`config.mk`:
```
export PLATFORM = sky130hd
export DESIGN_NAME = pc_sequencer_rv32i
export DESIGN_NICKNAME = d
export VERILOG_FILES = /design/src/rtl/rv32i_pkg.sv /design/src/rtl/pc_sequencer_rv32i.sv
export SDC_FILE = /design/constraint.sdc
export NUM_CORES = 1
export LEC_CHECK = 0
export ABC_AREA = 1
export CAP_MARGIN = 20
export CORE_MARGIN = 1.5
export CORE_UTILIZATION = 45
export DETAILED_ROUTE_END_ITERATION = 16
export PLACE_DENSITY = 0.8
export SLEW_MARGIN = 30
export SYNTH_ARGS = -nofsm -noshare
export SYNTH_HDL_FRONTEND = slang
export SYNTH_SLANG_ARGS = --single-unit
```
`constraint.sdc`:
```
create_clock -name clk -period 1.7 [get_ports clk]
set_input_delay 0.34 -clock clk [delete_from_list [all_inputs] [get_ports clk]]
set_output_delay 0.34 -clock clk [all_outputs]
set_load 0.02 [all_outputs]
```
`src/rtl/rv32i_pkg.sv`:
```
//------------------------------------------------------------------------------
// rv32i_pkg : shared state encodings and step constants for the PC sequencer
// Rev 1.0
//------------------------------------------------------------------------------
`default_nettype none

package rv32i_pkg;

  localparam int unsigned XLEN = 32;

  // Every RV32I instruction occupies one 32-bit word.
  localparam logic [XLEN-1:0] INSTR_STEP = 32'd4;

  typedef enum logic [1:0] {
    ST_BOOT  = 2'd0,
    ST_FETCH = 2'd1,
    ST_EXEC  = 2'd2,
    ST_HALT  = 2'd3
  } pc_state_e;

  function automatic logic is_misaligned(input logic [XLEN-1:0] addr);
    return addr[1:0] != 2'b00;
  endfunction

endpackage

`default_nettype wire

```
`src/rtl/pc_sequencer_rv32i.sv`:
```
//------------------------------------------------------------------------------
// pc_sequencer_rv32i : fetch/execute sequencer owning the PC, trap latch and
//                      retired-instruction counter for a multi-cycle RV32I core
// Rev 1.0
//------------------------------------------------------------------------------
`default_nettype none

module pc_sequencer_rv32i
  import rv32i_pkg::*;
#(
  parameter logic [31:0] RESET_VECTOR = 32'h0000_0000
) (
  input  logic        clk,
  input  logic        rst,
  output logic        imem_req,
  output logic [31:0] imem_addr,
  input  logic        imem_ready,
  output logic        instr_valid,
  input  logic        retire,
  input  logic        stall,
  input  logic        redirect_valid,
  input  logic [31:0] redirect_target,
  output logic [31:0] pc,
  output logic [31:0] pc_plus4,
  output logic        trap,
  output logic [31:0] trap_addr,
  output logic [31:0] retire_count
);

  // Low bits forced clear so a mis-set parameter can never fetch misaligned.
  localparam logic [31:0] RESET_PC = {RESET_VECTOR[31:2], 2'b00};

  pc_state_e   state_q, state_d;
  logic [31:0] pc_q, pc_d;
  logic        trap_q, trap_d;
  logic [31:0] trap_addr_q, trap_addr_d;
  logic [31:0] retire_count_q, retire_count_d;

  logic        retire_fire;
  logic [31:0] pc_next_seq;

  assign pc_next_seq = pc_q + INSTR_STEP;
  assign retire_fire = (state_q == ST_EXEC) && retire && !stall;

  always_comb begin
    state_d        = state_q;
    pc_d           = pc_q;
    trap_d         = trap_q;
    trap_addr_d    = trap_addr_q;
    retire_count_d = retire_count_q;

    unique case (state_q)
      ST_BOOT: begin
        state_d = ST_FETCH;
      end
      ST_FETCH: begin
        if (imem_ready) begin
          state_d = ST_EXEC;
        end
      end
      ST_EXEC: begin
        if (retire_fire) begin
          if (!redirect_valid) begin
            pc_d           = pc_next_seq;
            retire_count_d = retire_count_q + 32'd1;
            state_d        = ST_FETCH;
          end else if (!is_misaligned(redirect_target)) begin
            pc_d           = redirect_target;
            retire_count_d = retire_count_q + 32'd1;
            state_d        = ST_FETCH;
          end else begin
            // Faulting instruction does not retire; pc keeps pointing at it.
            trap_d      = 1'b1;
            trap_addr_d = redirect_target;
            state_d     = ST_HALT;
          end
        end
      end
      ST_HALT: begin
        state_d = ST_HALT;
      end
      default: begin
        state_d = ST_BOOT;
      end
    endcase
  end

  always_ff @(posedge clk) begin
    if (rst) begin
      state_q        <= ST_BOOT;
      pc_q           <= RESET_PC;
      trap_q         <= 1'b0;
      trap_addr_q    <= 32'd0;
      retire_count_q <= 32'd0;
    end else begin
      state_q        <= state_d;
      pc_q           <= pc_d;
      trap_q         <= trap_d;
      trap_addr_q    <= trap_addr_d;
      retire_count_q <= retire_count_d;
    end
  end

  // Reset masks the handshake outputs immediately, before the state flop updates.
  assign imem_req     = (state_q == ST_FETCH) && !rst;
  assign instr_valid  = (state_q == ST_EXEC) && !rst;
  assign imem_addr    = pc_q;
  assign pc           = pc_q;
  assign pc_plus4     = pc_next_seq;
  assign trap         = trap_q;
  assign trap_addr    = trap_addr_q;
  assign retire_count = retire_count_q;

endmodule

`default_nettype wire

```
-- After elaboration in Yosys (flattened, before gate mapping)
Cells that the tools add are included.
- add/subtract/negate cells: 2
- equality and inequality tests: 6
- multiplexer cells: 9
- reductions and logical operators: 11
- operator list (operator ; count):
    2-to-1 mux 32 bit ; 4
    adder 32 x 1 -> 32 bit, second input constant ; 1
    adder 32 x 3 -> 32 bit, second input constant ; 1
    2-to-1 mux 2 bit ; 4
    case mux 2 bit (4 select lines) ; 1
    inequality test 2 bit, second input constant ; 3
    == test 2 bit, second input constant ; 2
    logical AND 1 bit ; 4
    AND reduction 4 bit ; 1
    AND reduction 3 bit ; 1
    == test 2 x 1 -> 1 bit, second input constant ; 1
    zero test 1 bit ; 2
    zero test 2 bit ; 1
    AND reduction 2 bit ; 1
    nonzero test 2 bit ; 1
- output and inout port bits: 163
- bits of input ports: 38
- register bits: 99
- word-level logic and storage cells: 33

-- Longest topological paths before layout
Gate-level depths: netlist of the first run.
- depth in word-level cells: 5
- gate-level depth with buffers: 11
- depth with buffers taken out: 10

-- Least setup slack after synthesis of the first run
OpenSTA, ideal clock, no wires.
- path kind: reg2out
- start: reg pc_q[3] (netlist: imem_addr[3])
- end: out pc_plus4[12]
- path buffers: 0
- stages on the path, launching flop included: 7
- arrival: 1.570 ns
- slack: -0.210 ns
- required time: 1.360 ns
- cells stage by stage: dfxtp_1 -> ha_1 -> nand2_2 -> nor2_4 -> nand2_4 -> nor2_4 -> xor2_1
- longest elaborated chain between the ends: 1
- ends and longest elaborated chain (what ; line ; RTL):
    start: declaration ; pc_sequencer_rv32i.sv:34 ; logic [31:0] pc_q, pc_d;
    start signal: assignment ; pc_sequencer_rv32i.sv:97 ; pc_q <= pc_d;
    adder 32 x 3 -> 32 bit ; pc_sequencer_rv32i.sv:42 ; assign pc_next_seq = pc_q + INSTR_STEP;
    end: declaration ; pc_sequencer_rv32i.sv:24 ; output logic [31:0] pc_plus4,
No other way between the ends.

-- Final worst setup path of the first run
- start: reg pc_q[3] (netlist: imem_addr[3])
- end: out pc_plus4[23]
Same word-level chain as after synthesis.

==> results.cfg, run 1 <==
[run_status]
outcome = finished with violations
violations = negative setup slack

[grt]
grt_max_degree = 34
grtUsageMet1_pct = 34.39
grt-ovfl-total = 0
grt_pass1_vias = 6633
gr-usage-met2_pct = 52.67
use_met3_pct = 8.839
track_usage_pct = 30.21
grt_pass1_wl_mm = 31.70
top_usage_layer = met2
antenna_found_initial = 1

[placement]
io_buffers = 200
dp_cells = 1301
gp_congestion = 0.9496
place_ws_ns = -0.5188
place_area_sq_um = 8471
dp_hpwl_mm = 14.31

[sta]
slew_viol_final = 0
period_needed_ns = 2.161
rsz0062_at_grt = true
fin_skew_ns = 0.009198
final_hold_viol_count = 0
setup_violations = 29
slew_headroom_pct = 74.90
whs_ns = 0.4683
worst_pin_slew_ns = 0.3765
tns_ns = -9.676
period_share_pct = 127.1
setup_ws_ns = -0.4606
fmax_mhz = 462.8

[clocking]
tritoncts = built
htreeDepth = 3
ctsLongestPathBuffers = 2
cts.sinks = 99
path_clk_slew_ns = 0.08
cts_root_buf = clkbuf_16
numCtsBuffers = 9
cts_hold_buf = 0
insertion_delay_ns = 0.36

[drt]
route.detailed.wl_per_inst_um = 15.76
ant_nets = 0
drc = 0
vias = 7021
wirelength_mm = 21.18
drt_iter0_markers = 571
via_per_inst = 5.224
firstDrtPassIters = 5

[power_and_ir_drop]
combPwrFrac_pct = 11.1
seqPwrFrac_pct = 47.2
switching_share_pct = 26.40
p_leak_nw = 4.347
power_density_nw_per_um2 = 546.2
switchingPower_mw = 1.326
p_total_mw = 5.025
clockPowerShare_pct = 41.7
cellInternalPower_mw = 3.698
ir_worst_vdd_uv = 501.6

[yosys]
synth-edff-count = 0
yosysMostFrequentCell = nand2_1
ys_seq_elements = 99
async_flop_share_pct = 0
synth_top_area_share_pct = 34.50
ys.flop_type = dfxtp_1
synth_nets = 932
synth.largest_area_cell = dfxtp_1
synth_top_cells_by_count = nand2_1, nor2_1, dfxtp_1, a21oi_1, o21ai_0
yosysSeqAreaShare_pct = 34.50
synth_area_sq_um = 5744
avgSynthCellArea_sq_um = 6.440
synthCells = 892
ys_types = 34
yosysWarnings = 0
ys_top_cells_by_area = dfxtp_1, nand2_1, nor2_1

[critical_path]
reg2reg_slack_ns = -0.21
rr_endpoint = imem_addr[9]
slowest_stage = dfxtp_2
rr_worst_depth = 13
crit_chain = buf_6 > nand2_4 > nor2_4 > nand2_4 > nor2_1 > nand3_1 > and2_1 > buf_4
path_class = flip-flop to primary output
critPathCaptureType = primary output
slowest_delay_ns = 0.36
crit_top_cell = nand2_4
cp_max_fo = 5
worstReg2RegStart = imem_addr[3]
cp_num_buf_inv = 2
cpLargestDelayFamily = simple AND/OR/NAND/NOR gates
cp_data_arrival_time_ns = 1.82
startpoint_type = flip-flop
crit_required_ns = 1.36

[worst_hold_path]
hold_depth = 2
hp-class = flip-flop to flip-flop
whs_endpoint = trap
hold_start = trap

[finish]
fin_util_pct = 73.50
final_cells = 1344
area_growth_pct = 60.16
nets = 1207
fillers = 1000
drive_gt1_share_pct = 24.74
stdcell_area_sq_um = 9200
antenna_cells = 0

[floorplanning]
rows = 41
ios = 201
core_sq_um = 12520
start_util_pct = 45.89
dieArea_sq_um = 13450
die_w_um = 116.0
die_h_um = 116.0

[flow_run]
drv_cap = 0
-- per-layer routing --
| layer | up-vias | share of wire (%) |
|---|---|---|
| li1 | 3338 | - |
| met1 | 3290 | 38 |
| met2 | 326 | 50 |
| met3 | 65 | 8.5 |
| met4 | 2 | 3.1 |
| met5 | - | 0.061 |
-- worst max path at each step --
stage | slack, ns | depth (start not counted) | to | from
floorplan | 0.002 | 7 | pc_plus4[24] | imem_addr[3]
global placement | -0.47 | 8 | pc_plus4[28] | imem_addr[2]
detailed placement | -0.52 | 8 | pc_plus4[24] | imem_addr[2]
CTS | -0.42 | 10 | pc_plus4[28] | imem_addr[2]
global route | -0.54 | 7 | pc_plus4[15] | imem_addr[8]
finish | -0.46 | 8 | pc_plus4[23] | imem_addr[3]
-- sequential cells by signal, indices dropped and copies added (netlist names) --
signal / count
state_q: 2
imem_addr: 32
trap_addr: 32
trap: 1
retire_count: 32
-- worst reg2reg max path: stages (launching register included) --
cell     delay (ns)
dfxtp_2        0.36
buf_6          0.11
nand2_4        0.05
nor2_4         0.16
nand2_4        0.12
buf_4          0.16
buf_6          0.12
xnor2_4        0.13
buf_4          0.14
buf_4          0.12
buf_4          0.12
buf_4          0.12
nand2_1        0.05
a21oi_1        0.06
-- kinds of logic (layout without fill, tap and decap cells) --
logic type / Yosys count / count (layout) / share of synthesized area, %
and+or+nand+nor: 494 / 494 / 37.36
DFF: 99 / 99 / 34.50
buffers and inverters: 131 / 411 / 11.11
AOI/OAI and AO/OA: 150 / 150 / 13.24
xor gates and xnor gates: 16 / 16 / 3.354
adders and majority gates: 2 / 2 / 0.4356
-- cells in the final DEF (no fill, tap or decap), drive strengths merged --
master,netlist,layout
nand2,250,250
nor2,186,186
buf,45,158
dfxtp,99,99
dlygate4sd2,0,94
a21oi,75,75
o21ai,70,70
inv,65,68
clkdlybuf4s50,0,66
nand3,28,28
clkbuf,21,15
xor2,13,13
nand4,8,8
dlymetal6s2s,0,8
nand3b,7,7
nor3,6,6
and2,4,4
a31oi,3,3
xnor2,3,3
nor3b,2,2
and3,2,2
clkinv,0,2
ha,2,2
o21bai,1,1
a311oi,1,1
nor4,1,1
-- power groups by stage --
| stage | Sequential [mW] | Combinational, mW | Clock (mW) |
|---|---|---|---|
| after CTS | 2.37 | 0.528 | 2.11 |
| final | 2.37 | 0.556 | 2.10 |
| after global placement | 2.42 | 0.536 | 0 |
| after floorplan | 2.46 | 0.196 | 0 |
| after global routing | 2.38 | 0.587 | 2.21 |
| after detailed placement | 2.43 | 0.540 | 0 |
-- layout make-up --
| type | count | area, sq um | area share [%] |
|---|---|---|---|
| Clock inverter | 5 | 43.79 | 0.4760 |
| Clock buffer | 11 | 252.7 | 2.747 |
| Multi-Input combinational cell | 662 | 3432 | 37.30 |
| Timing Repair Buffer | 330 | 3008 | 32.69 |
| Tap cell | 172 | 215.2 | 2.339 |
| Sequential cell | 99 | 2004 | 21.79 |
| Inverter | 65 | 244.0 | 2.652 |
-- what timing repair did --
item,4_1_cts,5_1_grt
setup buffers,17,17
resized for setup,283,83
endpoints found under the setup margin,127,66
pin swaps,23,40
No activity file was read; power rests on OpenSTA's default activity.
==> inputs of run 2 (changes only) <==
REMOVE_ABC_BUFFERS = 1   (was default)
==> run 2 against run 1 <==
Net effect:
- the run still ends with negative setup slack left
- first-iteration DRC count rose by 11%
- utilization down 0.42 points
- critical path depth rose by 2
- global-route usage grew 0.083 points
- clock-buffer cell count did not move
- sequential power is essentially flat
- power shrank 0.21%
- register-to-register slack better by 0.17 ns
- wire length is 2.8% higher
- combinational power is 1% higher
- highest routed layer is now met4
==> results.cfg, run 2 (synthesized netlist as in run 1, its figures left out) <==
[sta]
period_needed_ns = 2.183
whs_ns = 0.4717
tns_ns = -9.269
rsz0062_at_grt = true
fin_skew_ns = 0.01336
slew_headroom_pct = 74.48
period_share_pct = 128.4
fmax_mhz = 458.2
setup_violations = 29
worst_pin_slew_ns = 0.3792
slew_viol_final = 0
final_hold_viol_count = 0
setup_ws_ns = -0.4827

[power_and_ir_drop]
p_total_mw = 5.014
switching_share_pct = 25.40
p_leak_nw = 4.302
ir_worst_vdd_uv = 426.8
clockPowerShare_pct = 41.5
switchingPower_mw = 1.273
cellInternalPower_mw = 3.741
combPwrFrac_pct = 11.2
power_density_nw_per_um2 = 548.1
seqPwrFrac_pct = 47.3

[placement]
dp_cells = 1296
place_area_sq_um = 8353
place_ws_ns = -0.5504
dp_hpwl_mm = 14.19
io_buffers = 200
gp_congestion = 0.9700

[critical_path]
critPathCaptureType = primary output
rr_worst_depth = 9
cp_data_arrival_time_ns = 1.84
startpoint_type = flip-flop
worstReg2RegStart = imem_addr[2]
cp_max_fo = 5
rr_endpoint = imem_addr[11]
reg2reg_slack_ns = -0.04
path_class = flip-flop to primary output
crit_required_ns = 1.36

[run_status]
outcome = finished with violations
violations = negative setup slack

[flow_run]
drv_cap = 0

[drt]
firstDrtPassIters = 5
drt_iter0_markers = 635
ant_nets = 0
route.detailed.wl_per_inst_um = 16.26
vias = 7069
via_per_inst = 5.275
drc = 0
wirelength_mm = 21.79

[worst_hold_path]
hp-class = flip-flop to flip-flop
whs_endpoint = trap_addr[0]
hold_depth = 2
hold_start = trap_addr[0]

[finish]
nets = 1203
antenna_cells = 0
final_cell_mix = nand2_1, nor2_1, buf_4
fin_util_pct = 73.08
final_cells = 1340
area_growth_pct = 59.25
stdcell_area_sq_um = 9148
drive_gt1_share_pct = 25.51
final_common_cell = nand2_1

[clocking]
numCtsBuffers = 9
ctsLongestPathBuffers = 2
tritoncts = built
path_clk_slew_ns = 0.08
cts_hold_buf = 0
insertion_delay_ns = 0.36
cts.sinks = 99
htreeDepth = 3
cts_root_buf = clkbuf_16

[floorplanning]
die_w_um = 116.0
core_sq_um = 12520
die_h_um = 116.0
rows = 41
dieArea_sq_um = 13450
start_util_pct = 45.89
ios = 201

[grt]
grt_pass1_wl_mm = 31.93
antenna_found_initial = 0
grt_max_degree = 42
grt_pass1_vias = 6610
grt-ovfl-total = 0
track_usage_pct = 30.29
[run 2: cell type report]
type	instances	area, sq um
clock buffer	11	232.7
clock inverter	5	53.80
fill	968	3369
inverter	65	244.0
multi-input combinational	662	3423
sequential	99	2019
tap	172	215.2
timing repair buffer	326	2959
[run 2: worst max-delay path by stage]
stage	start	endpoint	slack (ns)	depth (start not counted)
finish	imem_addr[3]	pc_plus4[30]	-0.48	10
global placement	imem_addr[3]	pc_plus4[24]	-0.49	8
detailed placement	imem_addr[3]	pc_plus4[16]	-0.55	7
CTS	imem_addr[3]	pc_plus4[16]	-0.39	8
floorplan	imem_addr[3]	pc_plus4[12]	-0.36	6
global route	imem_addr[2]	pc_plus4[30]	-0.51	10
[run 2: power by group through the flow]
stage                     Sequential [mW]  Combinational (mW)  Clock (mW)
final                                2.37               0.564        2.08
after global placement               2.43               0.530           0
after CTS                            2.37               0.532        2.06
after global routing                 2.37               0.597        2.18
after floorplan                      2.48               0.130           0
after detailed placement             2.43               0.535           0
[run 2: timing repair]
action	4_1_cts	5_1_grt
setup endpoints to repair	124	125
gates cloned	0	0
pin swaps	31	32
buffers inserted	19	12
resized for setup	321	66
[run 2: routing by layer]
| metal | track usage [%] | part of all wire (%) |
|---|---|---|
| met2 | 53.29 | 49 |
| met3 | 8.107 | 8.4 |
| met5 | 0 | 0 |
| met4 | 10.73 | 3.2 |
| met1 | 35.45 | 39 |
[run 2: worst max-delay path: stages, from the launching register on]
cell and delay, ns:
dfxtp_4 0.38, ha_4 0.15, nand2_4 0.06, nor2_4 0.11, nand2_4 0.12, buf_4 0.17
nor2_4 0.14, nand2_1 0.08, nand2_1 0.08, nand2_2 0.06, buf_6 0.13
